--- src/rtl/bip_control.sv ---
// BIP processor control unit: fetch/execute sequencer, program counter, instruction
// decode and a saturating retired-instruction counter with a start/halt handshake.
module bip_control #(
    parameter int len_addr   = 11,
    parameter int len_opcode = 5,
    parameter int len_mux_a  = 2,
    parameter int len_count  = 16
) (
    input  logic                         clk,
    input  logic                         reset,
    input  logic                         start,
    input  logic [len_opcode+len_addr-1:0] instruction,
    output logic [len_addr-1:0]          pc,
    output logic [len_addr-1:0]          operand,
    output logic [len_mux_a-1:0]         SelA,
    output logic                         SelB,
    output logic                         WrAcc,
    output logic                         Op,
    output logic                         WrRam,
    output logic                         RdRam,
    output logic                         busy,
    output logic                         halted,
    output logic [len_count-1:0]         inst_count
);

    // state | meaning
    // IDLE  | after reset, pc=0, waiting for start
    // FETCH | pc presented, program memory reading
    // EXEC  | instruction word valid, decode strobes asserted
    // HALT  | HLT retired, pc holds at HLT address, waiting for start
    typedef enum logic [1:0] {IDLE, FETCH, EXEC, HALT} state_t;

    localparam logic [len_opcode-1:0] OP_HLT  = len_opcode'(0);
    localparam logic [len_opcode-1:0] OP_STO  = len_opcode'(1);
    localparam logic [len_opcode-1:0] OP_LD   = len_opcode'(2);
    localparam logic [len_opcode-1:0] OP_LDI  = len_opcode'(3);
    localparam logic [len_opcode-1:0] OP_ADD  = len_opcode'(4);
    localparam logic [len_opcode-1:0] OP_ADDI = len_opcode'(5);
    localparam logic [len_opcode-1:0] OP_SUB  = len_opcode'(6);
    localparam logic [len_opcode-1:0] OP_SUBI = len_opcode'(7);

    localparam logic [len_mux_a-1:0] SEL_MEM = len_mux_a'(0);
    localparam logic [len_mux_a-1:0] SEL_IMM = len_mux_a'(1);
    localparam logic [len_mux_a-1:0] SEL_ALU = len_mux_a'(2);

    state_t                state;
    logic [len_opcode-1:0] opcode;

    assign opcode  = instruction[len_opcode+len_addr-1 -: len_opcode];
    assign operand = instruction[len_addr-1:0];
    assign busy    = (state == FETCH) || (state == EXEC);
    assign halted  = (state == HALT);

    always_ff @(posedge clk or negedge reset) begin
        if (!reset) begin
            state      <= IDLE;
            pc         <= '0;
            inst_count <= '0;
        end else begin
            case (state)
                IDLE, HALT: begin
                    if (start) begin
                        state      <= FETCH;
                        pc         <= '0;
                        inst_count <= '0;
                    end
                end
                FETCH: state <= EXEC;
                EXEC: begin
                    if (inst_count != '1)
                        inst_count <= inst_count + len_count'(1);
                    if (opcode == OP_HLT) begin
                        state <= HALT;
                    end else begin
                        state <= FETCH;
                        pc    <= pc + len_addr'(1);
                    end
                end
                default: state <= IDLE;
            endcase
        end
    end

    // Strobes are decoded straight from state so an async reset drops them at once.
    always_comb begin
        SelA  = SEL_MEM;
        SelB  = 1'b0;
        WrAcc = 1'b0;
        Op    = 1'b0;
        WrRam = 1'b0;
        RdRam = 1'b0;
        if (state == EXEC) begin
            case (opcode)
                OP_STO: WrRam = 1'b1;
                OP_LD: begin
                    RdRam = 1'b1;
                    WrAcc = 1'b1;
                end
                OP_LDI: begin
                    SelA  = SEL_IMM;
                    WrAcc = 1'b1;
                end
                OP_ADD: begin
                    RdRam = 1'b1;
                    SelA  = SEL_ALU;
                    WrAcc = 1'b1;
                end
                OP_ADDI: begin
                    SelB  = 1'b1;
                    SelA  = SEL_ALU;
                    WrAcc = 1'b1;
                end
                OP_SUB: begin
                    RdRam = 1'b1;
                    Op    = 1'b1;
                    SelA  = SEL_ALU;
                    WrAcc = 1'b1;
                end
                OP_SUBI: begin
                    SelB  = 1'b1;
                    Op    = 1'b1;
                    SelA  = SEL_ALU;
                    WrAcc = 1'b1;
                end
                default: ;
            endcase
        end
    end

endmodule

--- config.mk ---
export PLATFORM = sky130hd
export DESIGN_NAME = bip_control
export DESIGN_NICKNAME = d
export VERILOG_FILES = /design/src/rtl/bip_control.sv
export SDC_FILE = /design/constraint.sdc
export NUM_CORES = 1
export LEC_CHECK = 0
export CORE_MARGIN = 4
export CORE_UTILIZATION = 30
export CTS_CLUSTER_SIZE = 28
export DETAILED_ROUTE_END_ITERATION = 7
export DONT_BUFFER_PORTS = 1
export HOLD_SLACK_MARGIN = 0.12
export PLACE_DENSITY = 0.45
export SYNTH_ARGS = -nofsm -noshare
export SYNTH_HDL_FRONTEND = slang
export SYNTH_SLANG_ARGS = --single-unit
export TNS_END_PERCENT = 100
--- constraint.sdc ---
create_clock -name clk -period 2.7 [get_ports clk]
set_clock_uncertainty 0.15 [all_clocks]
set_input_delay 0.54 -clock clk [delete_from_list [all_inputs] [get_ports clk]]
set_output_delay 0.54 -clock clk [all_outputs]
set_load 0.005 [all_outputs]
=== Word-level counts from Yosys, hierarchy flattened ===
Cells that the tools add are included.

* Bits in registers: 29
* Input port bits: 19
* Logic and storage cells: 52
* Output and inout bits: 47

* $add $sub $neg: 2
* Reductions and logical operators: 12
* Equality and inequality tests: 14
* Multiplexer cells: 21

{| class="wikitable"
|+ Operator list
! kind !! count
|-
| 16-bit 2-to-1 mux || 2
|-
| 16-bit one-hot mux with 2 select lines || 1
|-
| 11-bit 2-to-1 mux || 2
|-
| 11-bit one-hot mux with 2 select lines || 1
|-
| 5-bit by 3-bit == test with 1-bit output (second input constant) || 4
|-
| 16-bit by 1-bit adder with 16-bit output (second input constant) || 1
|-
| 16-bit inequality test (second input constant) || 1
|-
| 11-bit by 1-bit adder with 11-bit output (second input constant) || 1
|-
| 5-bit by 2-bit == test with 1-bit output (second input constant) || 2
|-
| 1-bit 2-to-1 mux || 10
|-
| 2-bit 2-to-1 mux || 3
|-
| 2-bit one-hot mux with 3 select lines || 1
|-
| 3-bit AND reduction || 2
|-
| 2-bit OR reduction || 3
|-
| 6-bit OR reduction || 1
|-
| 5-bit by 1-bit == test with 1-bit output (second input constant) || 1
|-
| 5-bit zero test || 1
|-
| 2-bit == test (second input constant) || 2
|-
| 2-bit inequality test (second input constant) || 2
|-
| 2-bit one-hot mux with 2 select lines || 1
|-
| 4-bit OR reduction || 1
|-
| 3-bit OR reduction || 1
|-
| 2-bit by 1-bit == test with 1-bit output (second input constant) || 1
|-
| 2-bit zero test || 1
|-
| other kinds (3) || 3
|}

=== Logic depth before layout (Yosys ltp) ===
Gate-level depths: netlist of run 1.

* Word-level depth: 4
* Mapped depth: 8
* Gate-level depth less buffers: 6

=== Least setup slack after synthesis of run 1 ===
Ideal clock, no wire load.

* Path kind: register to output
* Start point: register state[0]
* End point: output port SelA[0]
* Data required time: 2.010 ns
* Buffers on the path: 1
* Slack: 0.524 ns
* Data arrival time: 1.486 ns
* Cell stages (with the launch flop): 7
* Cells stage by stage: dfrtp_1 > inv_1 > ha_1 > buf_2 > nor3b_1 > nand2_1 > nor3b_1

* Word-level cells in the longest chain between the ends: 2

{| class="wikitable"
|+ RTL lines
! item !! RTL line !! text
|-
| start: declaration || 46 || <nowiki>state_t state;</nowiki>
|-
| start signal: assignment || 56 || <nowiki>state <= IDLE;</nowiki>
|-
| start signal: assignment || 63 || <nowiki>state <= FETCH;</nowiki>
|-
| start signal: assignment || 68 || <nowiki>FETCH: state <= EXEC;</nowiki>
|-
| 2-bit == test || 92 || <nowiki>if (state == EXEC) begin</nowiki>
|-
| 2-bit 2-to-1 mux || 92 ||
|-
| end: declaration || 15 || <nowiki>output logic [len_mux_a-1:0] SelA,</nowiki>
|}

Every way passes these cells.

=== Worst setup path after layout of run 1 ===
* Start point: register state[0]
* End point: output port RdRam

* Word-level cells in the longest chain between the ends: 2

{| class="wikitable"
|+ RTL lines
! item !! RTL line !! text
|-
| 2-bit == test || 92 ||
|-
| 1-bit 2-to-1 mux || 92 ||
|-
| end: declaration || 20 || <nowiki>output logic RdRam,</nowiki>
|}

Every way passes these cells.

==> metrics.txt, run 1 <==
status=completed; Cells after DPL=282; GRT Max-Usage Layer=met2; P&R area growth vs syn=8.97%; CP Launch Point=state[0]$_DFFE_PN0P_; Die ar.=7710 sq um; # nets final=240; Core Region=6060 sq um; clock root cell=clkbuf_8; CP Launch Type=register; Routed Wire Length=4760 um; clock sinks=29; most frequent cells in the layout=29 x dfrtp_1, 19 x inv_1, 18 x nand3_1; met1 usage=17.8%; worst-path fanout max=5; Final Hold Violating Endpoints=0; PwrDens=732 nW/um^2; Tmin final=2.47 ns; total negative slack=0 ns; fin cells=292; met3 usage=4.80%; n_diodes=0; die height=87.8 um; top_reg_cell synth=dfrtp_1; hold slack=0.207 ns; DR WL/cell=16.3 um; total CTS buffers=5; Yosys Warn Count=0; met2 Track Usage GR=19.9%; fin. max-slew vios=0; class of the worst hold path=in -> reg; reg2reg path depth=6; CTS tree=built; leakage dissipation=0.758 nW; Worst-Skew Late Latency=0.28 ns; setup repair after global routing missed its margin=false; Synth Register Bits=29; CP Capture Point=RdRam; row cnt=28; GRT Resource Usage Total=13.3%; post-CTS setup buffers=0; fin crit share=91.4%; IO Port Bufs=0; Mapped Area=1910 sq um; drt first pass iters=5; RR Endpoint=pc[10]$_DFFE_PN0P_; largest net degree at the start of global routing=30; first-pass GRT wire length=7940 um; critical path class=reg -> out; synthesized instance count=220; Clk pin slew, worst setup/hold paths=0.07 ns; Initial DRC Count=127; worst vdd ir=0.370 mV; Post-synth EDFFs=0; relative slew slack=73.5%; Net Count, Synth=244; library cells used by synthesis=48; f_max=405 MHz; reg-to-reg startpoint=state[0]$_DFFE_PN0P_; Starting Density=31.5%; Setup Viol. Count Final=0; FFs w/ async S/R, synth=100%; Worst Path Required=2.01 ns; Critical Path AT=1.78 ns; gr ovfl total=0; Reg2Reg Setup Slack=0.48 ns; Layout Utilization=34.4%; detailed placement HPWL=3420 um; vias per inst=5.37; drt drc=0; register area share after synthesis=38.0%; vias in the first global route=1,494; most common cell after layout, fill and taps aside=dfrtp_1; antenna violations before repair=0; max cap viols=0; H-tree depth=2; Antenna Nets Post-Route=0; layout cells sized above 1=11.5%; I/O pins=66; Critical Path Sink Type=output port; Die Span X=87.8 um; Tightest Pin Transition=0.396 ns; RePlAce Congestion=0.767; Resized Gates After CTS=0; Avg Inst Size Synth=8.69 sq um; filler cell count=637; CTS Buffer Depth=2; routed via count=1,569
==> metrics by stage <==
stage / worst slack [ns] / total power, mW / cell area, sq um
after floorplan: 0.524 / 0.882 / 1910
after global placement: 0.508 / 0.995 / 1920
after detailed placement: 0.477 / 0.998 / 1920
after CTS: 0.196 / 1.56 / 2080
after global routing: 0.0934 / 1.63 / 2080
final: 0.232 / 1.53 / 2080
==> routing by layer <==
| layer | wire (um) | vias up | share of wire, % |
|---|---|---|---|
| met1 | 2220 | 734 | 47 |
| met2 | 2170 | 37 | 46 |
| met3 | 345 | 2 | 7.2 |
| met5 | 0 | - | 0 |
| met4 | 29 | 0 | 0.61 |
| li1 | - | 796 | - |
==> area by class of cell <==
type                            instances  area (sq um)  area share [%]
Clock inverter                          3          65.1            3.12
Tap cell                               75          93.8            4.50
Inverter                               20          75.1            3.60
Clock buffer                            5          68.8            3.30
Multi-Input combinational cell        154           995            47.7
Timing Repair Buffer                    6          60.1            2.88
Sequential cell                        29           726            34.8
==> worst min path at each step <==
stage | start | end | slack [ns] | cells past startpoint
floorplan | reset | inst_count[0]$_DFFE_PN0P_ | 0.09 | 0
global placement | reset | pc[4]$_DFFE_PN0P_ | 0.1 | 0
detailed placement | reset | pc[6]$_DFFE_PN0P_ | 0.1 | 0
CTS | start | state[1]$_DFFE_PN0P_ | 0.20 | 1
global route | start | state[1]$_DFFE_PN0P_ | 0.21 | 1
finish | start | state[1]$_DFFE_PN0P_ | 0.21 | 1
==> where the power goes <==
group          switching (mW)  total, mW  internal [mW]
clock network           0.171      0.537          0.367
logic                   0.312      0.474          0.162
registers              0.0488      0.515          0.466
==> kinds of logic (layout without fill, tap and decap cells) <==
logic type	count (synthesis)	count (layout)	share of synthesized area [%]
compound gates	48	48	17.3
xor+xnor	2	2	0.916
fa+ha+maj	5	5	3.27
buf+inv	37	34	10.0
flops	29	29	38.0
mux	9	9	5.24
simple gates	90	90	25.3
==> critical path, cell delays in order (launching register included) <==
cell and delay, ns:
dfrtp_1 0.41, inv_1 0.07, ha_1 0.20, or3b_2 0.56, nor3_1 0.27
==> cell usage after synthesis, types with 4 or more instances <==
cell type	n	area, sq um
dfrtp_1	29	726
o211ai_1	9	67.6
nor2_1	11	41.3
nor3_1	11	55.1
buf_4	11	82.6
mux2i_1	4	40.0
or3_1	6	37.5
nor4_1	4	25.0
nand4_1	9	56.3
mux2_2	4	45.0
nand2_1	15	56.3
inv_1	19	71.3
ha_1	5	62.6
nand3_1	18	90.1
o21ai_0	14	70.1
a21oi_1	6	30.0
==> timing repair <==
action,4_1_cts,5_1_grt
hold buffers,2,0
hold endpoints to repair,29,0
setup endpoints to repair,0,0
==> flip-flops by register name, indices dropped and copies added, names as in the netlist <==
name / cells
inst_count: 16
pc: 11
state: 2
No activity file was read; power rests on OpenSTA's default activity.
==> run 2: changes to the inputs <==
--- a/config.mk
+++ b/config.mk
@@ -6,12 +6,12 @@
 export NUM_CORES = 1
 export LEC_CHECK = 0
 export CORE_MARGIN = 4
-export CORE_UTILIZATION = 30
+export CORE_UTILIZATION = 50
 export CTS_CLUSTER_SIZE = 28
 export DETAILED_ROUTE_END_ITERATION = 7
 export DONT_BUFFER_PORTS = 1
 export HOLD_SLACK_MARGIN = 0.12
-export PLACE_DENSITY = 0.45
+export PLACE_DENSITY = 0.66
 export SYNTH_ARGS = -nofsm -noshare
 export SYNTH_HDL_FRONTEND = slang
 export SYNTH_SLANG_ARGS = --single-unit
==> metrics.txt, run 2 (synthesis gave the netlist of run 1 again) <==
I/O pins=66 (unchanged); Worst Path Required=2.01 ns (about the same); DR WL/cell=17.3 um (+6.0%); Setup Viol. Count Final=0 (unchanged); antenna violations before repair=0 (unchanged); reg2reg path depth=7 (+1); row cnt=22 (-21%); CTS Buffer Depth=2 (unchanged); total negative slack=0 ns (unchanged); most frequent cells in the layout=29 x dfrtp_1, 19 x inv_1, 18 x nand3_1; Max stage delay cell, worst path=dfrtp_1; relative slew slack=74.7% (+1.2 points); filler cell count=356 (-44%); GRT Resource Usage Total=19.1% (+5.9 points); critical path class=reg -> out; layout cells sized above 1=11.6% (+0.053 points); drt drc=0 (unchanged); hold slack=0.201 ns (-0.00622 ns); setup repair after global routing missed its margin=false; largest registers=inst_count x16, pc x11, state x2; CTS tree=built; H-tree depth=2 (unchanged); top cell family by delay on the critical path=buffers and inverters; Hold Path End=state[1]$_DFFE_PN0P_; critical path's most frequent cell=buf_4; gr ovfl total=0 (unchanged); routed via count=1,708 (+8.9%); status=completed; # nets final=239 (-0.42%); P&R area growth vs syn=5.37%; fin crit share=90.6% (-0.82 points); RePlAce Congestion=0.874 (+14%); drt first pass iters=4 (-1); max reg flops=16 (unchanged); Buf+Inv Stages, Crit Path=3 (+2); f_max=409 MHz (+0.91%); Min-Delay Path Depth=1 (unchanged); largest net degree at the start of global routing=30 (unchanged); max cap viols=0 (unchanged); crit-path cells=inv_1 -> ha_1 -> buf_4 -> nor3b_2 -> buf_4 -> and3_1; RR Endpoint=pc[10]$_DFFE_PN0P_; post-CTS setup buffers=0 (unchanged); hold path start=start; Final Hold Violating Endpoints=0 (unchanged); Die ar.=4880 sq um (-37%); PwrDens=680 nW/um^2 (-7.1%); vias per inst=6.47 (+20%); Critical Path Sink Type=output port; Initial DRC Count=142 (+12%); leakage dissipation=0.741 nW (-2.3%); CP Launch Type=register; die height=69.8 um (-20%); detailed placement HPWL=3290 um (-3.8%); clock sinks=29 (unchanged); Routed Wire Length=4560 um (-4.2%); most common cell after layout, fill and taps aside=dfrtp_1; vias in the first global route=1,619 (+8.4%); Clk pin slew, worst setup/hold paths=0.06 ns (about the same); Reg2Reg Setup Slack=0.47 ns (about the same); Top reg by flops=inst_count; fin. max-slew vios=0 (unchanged); Worst-Skew Late Latency=0.29 ns (about the same); first-pass GRT wire length=7580 um (-4.4%); overall power=1.37 mW (-10%); FF+latch area=726 sq um (unchanged); Starting Density=51.8% (+20 points); class of the worst hold path=in -> reg; reg-to-reg startpoint=state[0]$_DFFE_PN0P_; clock root cell=clkbuf_8; Critical Path AT=1.76 ns (-0.02 ns); Critical Path Max Stage Delay=0.41 ns (-0.15 ns); n_diodes=0 (unchanged); Tmin final=2.45 ns (-0.0222 ns); Tightest Pin Transition=0.379 ns (-0.0174 ns); worst vdd ir=0.481 mV (+30%); Die Span X=69.8 um (-20%); multi-input logic area=1000 sq um (+0.50%); worst-path fanout max=28 (+23); IO Port Bufs=0 (unchanged); total CTS buffers=5 (unchanged); Core Region=3690 sq um (-39%); Antenna Nets Post-Route=0 (unchanged)
[run 2: changes by cell type in the layout (fill, tap and decap cells not counted), sizes merged]
| cell | delta |
|---|---|
| buf | -1 |
| bufinv | -2 |
| clkbuf | +2 |
[run 2: area by class of cell]
cell class | count | share of cell area, %
inverters | 20 | 3.73
clock inverters | 1 | 0.248
flip-flops and latches | 29 | 36.0
clock buffers | 7 | 4.78
repair buffers | 5 | 2.61
well taps | 48 | 2.98
multi-input cells | 154 | 49.6
[run 2: where the power goes]
part	internal, mW	switching [mW]
clock	0.230	0.169
combinational	0.150	0.305
sequential	0.467	0.0502
[run 2: layer usage]
layer	global-route usage, %	share of wire [%]
met1	23.1	41
met2	31.3	48
met3	5.65	9.0
met4	8.51	2.1
met5	0	0
[run 2: how the worst max path moves through the flow]
stage | startpoint | to | slack [ns] | depth (start not counted)
final | state[0]$_DFFE_PN0P_ | Op | 0.25 | 6
after CTS | state[0]$_DFFE_PN0P_ | SelB | 0.18 | 6
after global placement | state[0]$_DFFE_PN0P_ | SelA[0] | 0.51 | 6
after detailed placement | state[0]$_DFFE_PN0P_ | inst_count[0]$_DFFE_PN0P_ | 0.47 | 6
after floorplan | state[0]$_DFFE_PN0P_ | SelA[0] | 0.52 | 6
after global routing | state[0]$_DFFE_PN0P_ | SelA[0] | 0.08 | 6
[run 2: what timing repair did]
action / 4_1_cts / 5_1_grt
resized for setup: 0 / 1
hold buffers: 2 / 0
endpoints found under the setup margin: 0 / 1
hold endpoints to repair: 29 / 0
[run 2: stage by stage]
step	utilization [%]	std cells	setup WS (ns)	area, sq um
after floorplan	-	220	0.524	1910
after global placement	50.9	254	0.509	1880
after detailed placement	50.9	254	0.467	1880
after CTS	54.5	264	0.178	2010
after global routing	54.6	264	0.0804	2010
final	54.6	264	0.254	2010
[run 2: worst reg2reg max path, delay by kind of cell (launching register included)]
family	cells	cell delay [ns]
AND/OR/NAND/NOR	1	0.48
flip-flops	1	0.41
buffers and inverters	2	0.34
multiplexers	1	0.33
AO/OA/AOI/OAI	2	0.30
adder cells (fa/ha/maj)	1	0.15
